File: config.mk
export PLATFORM = sky130hd
export DESIGN_NAME = program_rom_loader
export DESIGN_NICKNAME = d
export VERILOG_FILES = /design/src/rtl/program_rom_loader.sv
export SDC_FILE = /design/constraint.sdc
export NUM_CORES = 1
export LEC_CHECK = 0
export CAP_MARGIN = 20
export CORE_MARGIN = 8
export CORE_UTILIZATION = 60
export CTS_CLUSTER_SIZE = 40
export DETAILED_ROUTE_END_ITERATION = 10
export PLACE_DENSITY = 0.91
export SYNTH_ARGS = -nofsm -noshare
export SYNTH_HDL_FRONTEND = slang
export SYNTH_SLANG_ARGS = --single-unit
File: constraint.sdc
create_clock -name CLK -period 3.2 [get_ports CLK]
set_clock_uncertainty 0.15 [all_clocks]
set_input_delay 0.48 -clock CLK [delete_from_list [all_inputs] [get_ports CLK]]
set_output_delay 0.48 -clock CLK [all_outputs]
set_load 0.02 [all_outputs]
File: src/rtl/program_rom_loader.sv
// Reloadable instruction memory for the TD4 core: a host streams a program plus a
// two's-complement checksum, and the core is held in reset until a load verifies.
module program_rom_loader #(
  parameter int addrWidth = 4,
  parameter int dataWidth = 8
) (
  input  logic                 CLK,
  input  logic                 CLR,
  input  logic [addrWidth-1:0] A,
  output logic [dataWidth-1:0] D,
  output logic                 HOLD,
  input  logic                 LD_START,
  input  logic                 LD_VALID,
  input  logic [dataWidth-1:0] LD_DATA,
  output logic                 LD_READY,
  output logic                 LOADED,
  output logic                 ERR,
  output logic [addrWidth-1:0] WPTR
);

  localparam int DEPTH = 1 << addrWidth;

  typedef enum logic [2:0] {
    ST_EMPTY = 3'd0,
    ST_LOAD  = 3'd1,
    ST_CHECK = 3'd2,
    ST_RUN   = 3'd3,
    ST_ERROR = 3'd4
  } state_t;

  state_t               state_q, state_d;
  logic [addrWidth-1:0] wptr_q, wptr_d;
  logic [dataWidth-1:0] sum_q, sum_d;
  logic [dataWidth-1:0] mem_q [DEPTH];
  logic                 hold_q, hold_d;
  logic                 ready_q, ready_d;
  logic                 loaded_q, loaded_d;
  logic                 err_q, err_d;
  logic                 we_s;
  logic                 xfer_s;
  logic [dataWidth-1:0] sum_next_s;

  assign xfer_s     = LD_VALID & ready_q;
  assign sum_next_s = sum_q + LD_DATA;

  // State, pointer, running sum and registered output flags
  always_ff @(posedge CLK) begin
    if (CLR) begin
      state_q  <= ST_EMPTY;
      wptr_q   <= {addrWidth{1'b0}};
      sum_q    <= {dataWidth{1'b0}};
      hold_q   <= 1'b1;
      ready_q  <= 1'b0;
      loaded_q <= 1'b0;
      err_q    <= 1'b0;
    end else begin
      state_q  <= state_d;
      wptr_q   <= wptr_d;
      sum_q    <= sum_d;
      hold_q   <= hold_d;
      ready_q  <= ready_d;
      loaded_q <= loaded_d;
      err_q    <= err_d;
    end
  end

  // Program memory: flop array so reset can clear every word and reads stay asynchronous
  always_ff @(posedge CLK) begin
    if (CLR) begin
      for (int i = 0; i < DEPTH; i++) begin
        mem_q[i] <= {dataWidth{1'b0}};
      end
    end else if (we_s) begin
      mem_q[wptr_q] <= LD_DATA;
    end else begin
      mem_q[wptr_q] <= mem_q[wptr_q];
    end
  end

  // Next-state logic; LD_START always wins over a same-cycle transfer
  always_comb begin
    state_d = state_q;
    wptr_d  = wptr_q;
    sum_d   = sum_q;
    we_s    = 1'b0;
    case (state_q)
      ST_EMPTY, ST_RUN, ST_ERROR: begin
        if (LD_START) begin
          state_d = ST_LOAD;
          wptr_d  = {addrWidth{1'b0}};
          sum_d   = {dataWidth{1'b0}};
        end else begin
          state_d = state_q;
        end
      end
      ST_LOAD: begin
        if (LD_START) begin
          wptr_d = {addrWidth{1'b0}};
          sum_d  = {dataWidth{1'b0}};
        end else if (xfer_s) begin
          we_s   = 1'b1;
          sum_d  = sum_next_s;
          wptr_d = wptr_q + {{(addrWidth-1){1'b0}}, 1'b1};
          if (wptr_q == {addrWidth{1'b1}}) begin
            state_d = ST_CHECK;
          end else begin
            state_d = ST_LOAD;
          end
        end else begin
          state_d = ST_LOAD;
        end
      end
      ST_CHECK: begin
        if (LD_START) begin
          state_d = ST_LOAD;
          wptr_d  = {addrWidth{1'b0}};
          sum_d   = {dataWidth{1'b0}};
        end else if (xfer_s) begin
          if (sum_next_s == {dataWidth{1'b0}}) begin
            state_d = ST_RUN;
          end else begin
            state_d = ST_ERROR;
          end
        end else begin
          state_d = ST_CHECK;
        end
      end
      default: begin
        state_d = ST_EMPTY;
        wptr_d  = {addrWidth{1'b0}};
        sum_d   = {dataWidth{1'b0}};
      end
    endcase
  end

  // Output decode from the next state so the flags change on the deciding edge
  always_comb begin
    hold_d   = 1'b1;
    ready_d  = 1'b0;
    loaded_d = 1'b0;
    err_d    = 1'b0;
    case (state_d)
      ST_EMPTY: begin
        hold_d = 1'b1;
      end
      ST_LOAD, ST_CHECK: begin
        ready_d = 1'b1;
      end
      ST_RUN: begin
        hold_d   = 1'b0;
        loaded_d = 1'b1;
      end
      ST_ERROR: begin
        err_d = 1'b1;
      end
      default: begin
        hold_d = 1'b1;
      end
    endcase
  end

  assign D        = hold_q ? {dataWidth{1'b0}} : mem_q[A];
  assign HOLD     = hold_q;
  assign LD_READY = ready_q;
  assign LOADED   = loaded_q;
  assign ERR      = err_q;
  assign WPTR     = wptr_q;

endmodule

# [After elaboration in Yosys (flattened, before gate mapping)]
# Memories as Yosys holds them, arrays and structs flattened.
# Index checks and enable logic that the tools add are counted.
# Widths: inputs -> output; s select.
[op_classes] n_reduce_logical=8 bitwise_logic=2 mux=36 n_addsub=2 eq_ne=12
[ops] cell="$mux 8" n=6
[ops] cell="$mux 3" n=6
[ops] cell="$mux 1" n=16
[ops] cell="$mux 4" n=4
[ops] cell="$pmux 8 s2" n=1
[ops] cell="$eq 3x2->1 const B" n=4
[ops] cell="$pmux 3 s3" n=1
[ops] cell="$add 8x8->8" n=1
[ops] cell="$logic_not 8->1" n=1
[ops] cell="$pmux 4 s2" n=1
[ops] cell="$reduce_or 8->1" n=1
[ops] cell="$eq 3x1->1 const B" n=2
[ops] cell="$eq 3x3->1 const B" n=2
[ops] cell="$add 4x1->4 const B" n=1
[ops] cell="$eq 4x4->1 const B" n=1
[ops] cell="$reduce_and 2->1" n=2
[ops] cell="$reduce_or 4->1" n=1
[ops] cell="$logic_not 3->1" n=1
[ops] cell="$ne 3x3->1 const B" n=1
[ops] cell="$reduce_or 3->1" n=1
[ops] cell="$mux 2" n=1
[ops] cell="$ne 2x1->1 const B" n=1
[ops] cell="$reduce_or 2->1" n=1
[ops] cell="$and 1x1->1" n=1
[ops] cell="2 further kinds" n=2
[totals] mem_count=1 ram_bits=128 ff_bits=19 in_bits=16
[memory_table] memory="mem_q" words=16 width=8 read_ports=1 rd_ports_with_merged_regs=0 write_ports=16 line="34" rtl="logic [dataWidth-1:0] mem_q [DEPTH];"

# [Logic depth before layout (Yosys ltp)]
[depth] depth_word=11 depth_mapped=8 mapped_depth_nobuf=8

# [Worst setup path after synthesis]
# OpenSTA, ideal clock, no wires.
[synth_timing] path_type="input -> register" startpoint="in LD_DATA[0]" endpoint="reg hold_q (netlist: HOLD)" stages=7 setup_ns=0.117 slack_ns=0.587 required_time_ns=2.933 arrival_time_ns=2.346 path_cell_list="ha_1 -> fa_1 -> xor2_1 -> or3_1 -> nor4_1 -> nand4_1 -> a22o_1"
[synth_between] elab_chain_len=8
[synth_lines] element="start, declared" line="14" rtl="input logic [dataWidth-1:0] LD_DATA,"
[synth_lines] element="$add 8x8->8" line="44" rtl="assign sum_next_s = sum_q + LD_DATA;"
[synth_lines] element="$logic_not 8->1" line="119" rtl="if (sum_next_s == {dataWidth{1'b0}}) begin"
[synth_lines] element="$mux 3" line="119"
[synth_lines] element="$mux 3" line="118" rtl="end else if (xfer_s) begin"
[synth_lines] element="$mux 3" line="114" rtl="if (LD_START) begin"
[synth_lines] element="$pmux 3 s3" line="86" rtl="case (state_q)"
[synth_lines] element="$eq 3x2->1" line="142" rtl="case (state_d)"
[synth_lines] element="$mux 1" line="142"
[synth_lines] element="end signal, assigned" line="60" rtl="hold_q <= hold_d;"
[synth_lines] element="end, declared" line="35" rtl="logic hold_q, hold_d;"
# Every way passes these cells.
# A chain may end at the register's enable or synchronous reset.

# [Worst setup path after layout]
[layout_timing] startpoint="in A[0]" endpoint="out D[2]"
[layout_between] elab_chain_len=2
[layout_lines] element="start, declared" line="9" rtl="input logic [addrWidth-1:0] A,"
[layout_lines] element="$mem_v2 16x8"
[layout_lines] element="$mux 8" line="162" rtl="assign D = hold_q ? {dataWidth{1'b0}} : mem_q[A];"
[layout_lines] element="end, declared" line="10" rtl="output logic [dataWidth-1:0] D,"
# Every way passes these cells.

==> results.md <==
- Hold Path Sink: sum_q[2]$_SDFFE_PP0P_
- Synthesized area: approximately 7000 um2
- DRC: 0
- Outcome: complete, no violations
- Share of layout cells above drive strength 1: 19.5%
- Placed Area: 7720 um2
- Starting Density: 61.5%
- Critical Path AT: 2.50 ns
- Vias per cell: between 6 and 7
- H-tree depth: 4
- Leak: 3.12 nW
- Antenna violations before repair: 0
- Fin crit share: between 90% and 100%
- Critical Path, Cell by Cell: buf_2 -> buf_12 -> mux4_2 -> mux4_2 -> nor2b_1 -> clkdlybuf4s50_1
- Met3 WL: 1.20 mm
- Endpoint type of the worst setup path: primary output
- WL met2: 8.66 mm
- Post-synth EDFFs: about 130
- CTS sink cnt: about 150
- Util after Layout: 72.5%
- Met1 wire length: about 6 mm
- Flop-to-flop setup slack: 0.53 ns
- Top Layer Used: met4
- Place WS: -0.216 ns
- # IOs: 32
- Worst-path fanout max: 12
- Synthesized flop and latch total: 147
- Crit Path Class: primary input to primary output
- Die Y: 124 um
- Slowest cell on the critical path: clkdlybuf4s50_1
- HPWL after DPL: 11.3 mm
- TritonCTS clock tree: built
- Hold Crit Depth: 2
- Worst path required time: 2.57 ns
- Max-cap viol count: 0
- Ant. Diodes: 0
- Critical path's top delay family: multiplexers
- WL final: 16.5 mm
- Clk Latency, worst-skew pair: 0.43 ns
- CP max stage delay: about 0.55 ns
- Final ANT Viol Nets: 0
- Mapped Cells: 497
- R2R depth: 8
- Yosys warnings: 0
- Peak VDD IR: 418 uV
- Post-synth top area share: a little over half
- Hold-fix buffers, CTS: 0
- Hold Crit Start: sum_q[2]$_SDFFE_PP0P_
- Area Overhead vs Synth: 17.9%
- RR Startpoint: sum_q[0]$_SDFFE_PP0P_
- Die X: ~120 um
- Vias in the first global route: 4576
- Total track usage: between 20 and 25%
- Crit path time final: approximately 3.1 ns
- Nets: 585
- Commonest non-fill, non-tap cells in the layout: 130 x and2_1, 128 x edfxtp_1, 40 x mux4_2
- Syn_area_per_cell: 14.2 um2
- Pwr Density: 529 nW/um2
- Commonest non-fill, non-tap cell in the layout: and2_1
- Most used DFF post-synth: edfxtp_1
- Type of the tightest min-delay check: flip-flop to flip-flop
- Synthesized Nets: 525
- Root Buffer: clkbuf_16
- Crit path buf inv count: 3
- Reg2reg end: HOLD$_SDFF_PP1_
- Startpoint Class: primary input
- Clk buf depth: 2
- Library cells used by synthesis: 43
- Yosys top cell by area: edfxtp_1
- Fmax: 320 MHz
- Worst-Margin Slew: 0.596 ns
- Unrepaired setup endpoints after global routing: no
- Share of flip-flops with an asynchronous set or reset: 0%
- Fillers: 701
- Final Hold Viols: 0
- Gr ovfl total: 0
- Fin. max-slew vios: 0
- PnR worst setup slack: about 0.073 ns
- Via count: 4396
- Fin Setup TNS: 0 ns
- TritonRoute pass-1 iters: 4
- FP Rows: 39
- Post-DR wirelength/cell: roughly 23 um
- TritonCTS Buffers: 17
- Die area: between 15000 and 20000 um2
- Largest net degree at the start of global routing: 34
- First-pass GRT wire length: around 26 mm
- Core Box Area: about 11000 um2
- Initial DRC count: 461
- Gpl congestion: 0.883
- Reg clk slew, reported paths: around 0.060 ns
- Hold Slack: 0.363 ns
- Sequential area share after synthesis: 59.9%
- Start point of the critical path: A[0]
- I/O Buffers: 31
- Final setup viols: 0
- Ranking of synthesized cells by area: edfxtp_1 55%, mux4_2 13%, and2_1 12%, dfxtp_1 5.4%, ha_1 2.0%
- Relative slew slack: roughly three fifths
- Crit-path most repeated cell: mux4_2
- Post-route cell area: 8310 um2
per-stage QoR:
| step | cells | power, W |
|---|---|---|
| floorplan | 497 | 0.00238 |
| global placement | 680 | 0.00248 |
| detailed placement | 680 | 0.00250 |
| CTS | 713 | 0.00440 |
| global route | 713 | 0.00450 |
| finish | 713 | 0.00440 |
power breakdown:
part,internal (W),switching (W),total [W]
combinational,0.000143,0.000157,0.000300
clock,0.00114,0.000784,0.00193
sequential,0.00214,0.0000272,0.00217
per-layer routing:
metal,vias up,track usage (%)
li1,1952,-
met5,-,0
met4,0,9.78
met3,44,5.15
met2,227,37.1
met1,2173,25.5
state kept, by name (all words and copies together), names as in the netlist:
register / cells
state_q: 3
sum_q: 8
LD_READY: 1
LOADED: 1
ERR: 1
mem_q: 128
HOLD: 1
WPTR: 4
worst min-delay path: stages (launching register included):
cell	delay, ns
dfxtp_1	0.33
a22oi_1	0.07
nor2_1	0.08
timing repair:
item / CTS / global route
buffers inserted: 0 / 0
gates cloned: 1 / 0
endpoints found under the setup margin: 8 / 1
pin swaps: 0 / 0
gates resized for setup: 6 / 1
kinds of logic (layout without fill, tap and decap cells):
family | after synthesis | after routing | synth area share [%]
AND/OR/NAND/NOR | 231 | 231 | 19.2
AO/OA/AOI/OAI | 32 | 32 | 3.11
multiplexers | 41 | 41 | 12.9
flip-flops | 147 | 147 | 59.9
buffers and inverters | 28 | 101 | 1.83
adder cells (fa/ha/maj) | 12 | 12 | 2.24
XOR/XNOR | 6 | 6 | 0.745
layout make-up:
| type | instances | area, um2 | share of cell area [%] |
|---|---|---|---|
| well taps | 143 | 179 | 2.15 |
| multi-input cells | 322 | 2700 | 32.4 |
| inverters | 4 | 15.0 | 0.181 |
| repair buffers | 65 | 631 | 7.58 |
| flip-flops and latches | 147 | 4220 | 50.8 |
| clock inverters | 13 | 136 | 1.64 |
| clock buffers | 19 | 433 | 5.21 |
cells in the mapped netlist, types with 3 or more instances:
| master | n |
|---|---|
| or2_1 | 16 |
| mux4_2 | 40 |
| buf_6 | 3 |
| nand4_1 | 3 |
| nor2b_1 | 12 |
| xor2_1 | 4 |
| a22oi_1 | 8 |
| clkbuf_1 | 18 |
| and2_1 | 130 |
| nand3_1 | 4 |
| nor3_1 | 3 |
| ha_1 | 11 |
| nor3_2 | 4 |
| nand2b_1 | 5 |
| inv_1 | 3 |
| a21oi_1 | 7 |
| nand2_1 | 11 |
| dfxtp_1 | 19 |
| nor2_1 | 34 |
| edfxtp_1 | 128 |
| o21ai_0 | 4 |
how the worst max path moves through the flow:
stage | cells after the start | end | slack, ns
floorplan | 7 | HOLD$_SDFF_PP1_ | 0.59
global placement | 6 | D[3] | -0.17
detailed placement | 6 | D[3] | -0.22
CTS | 6 | D[5] | 0.02
global route | 6 | D[2] | 0.004
finish | 6 | D[2] | 0.07
(Power assumes the default switching activity.)
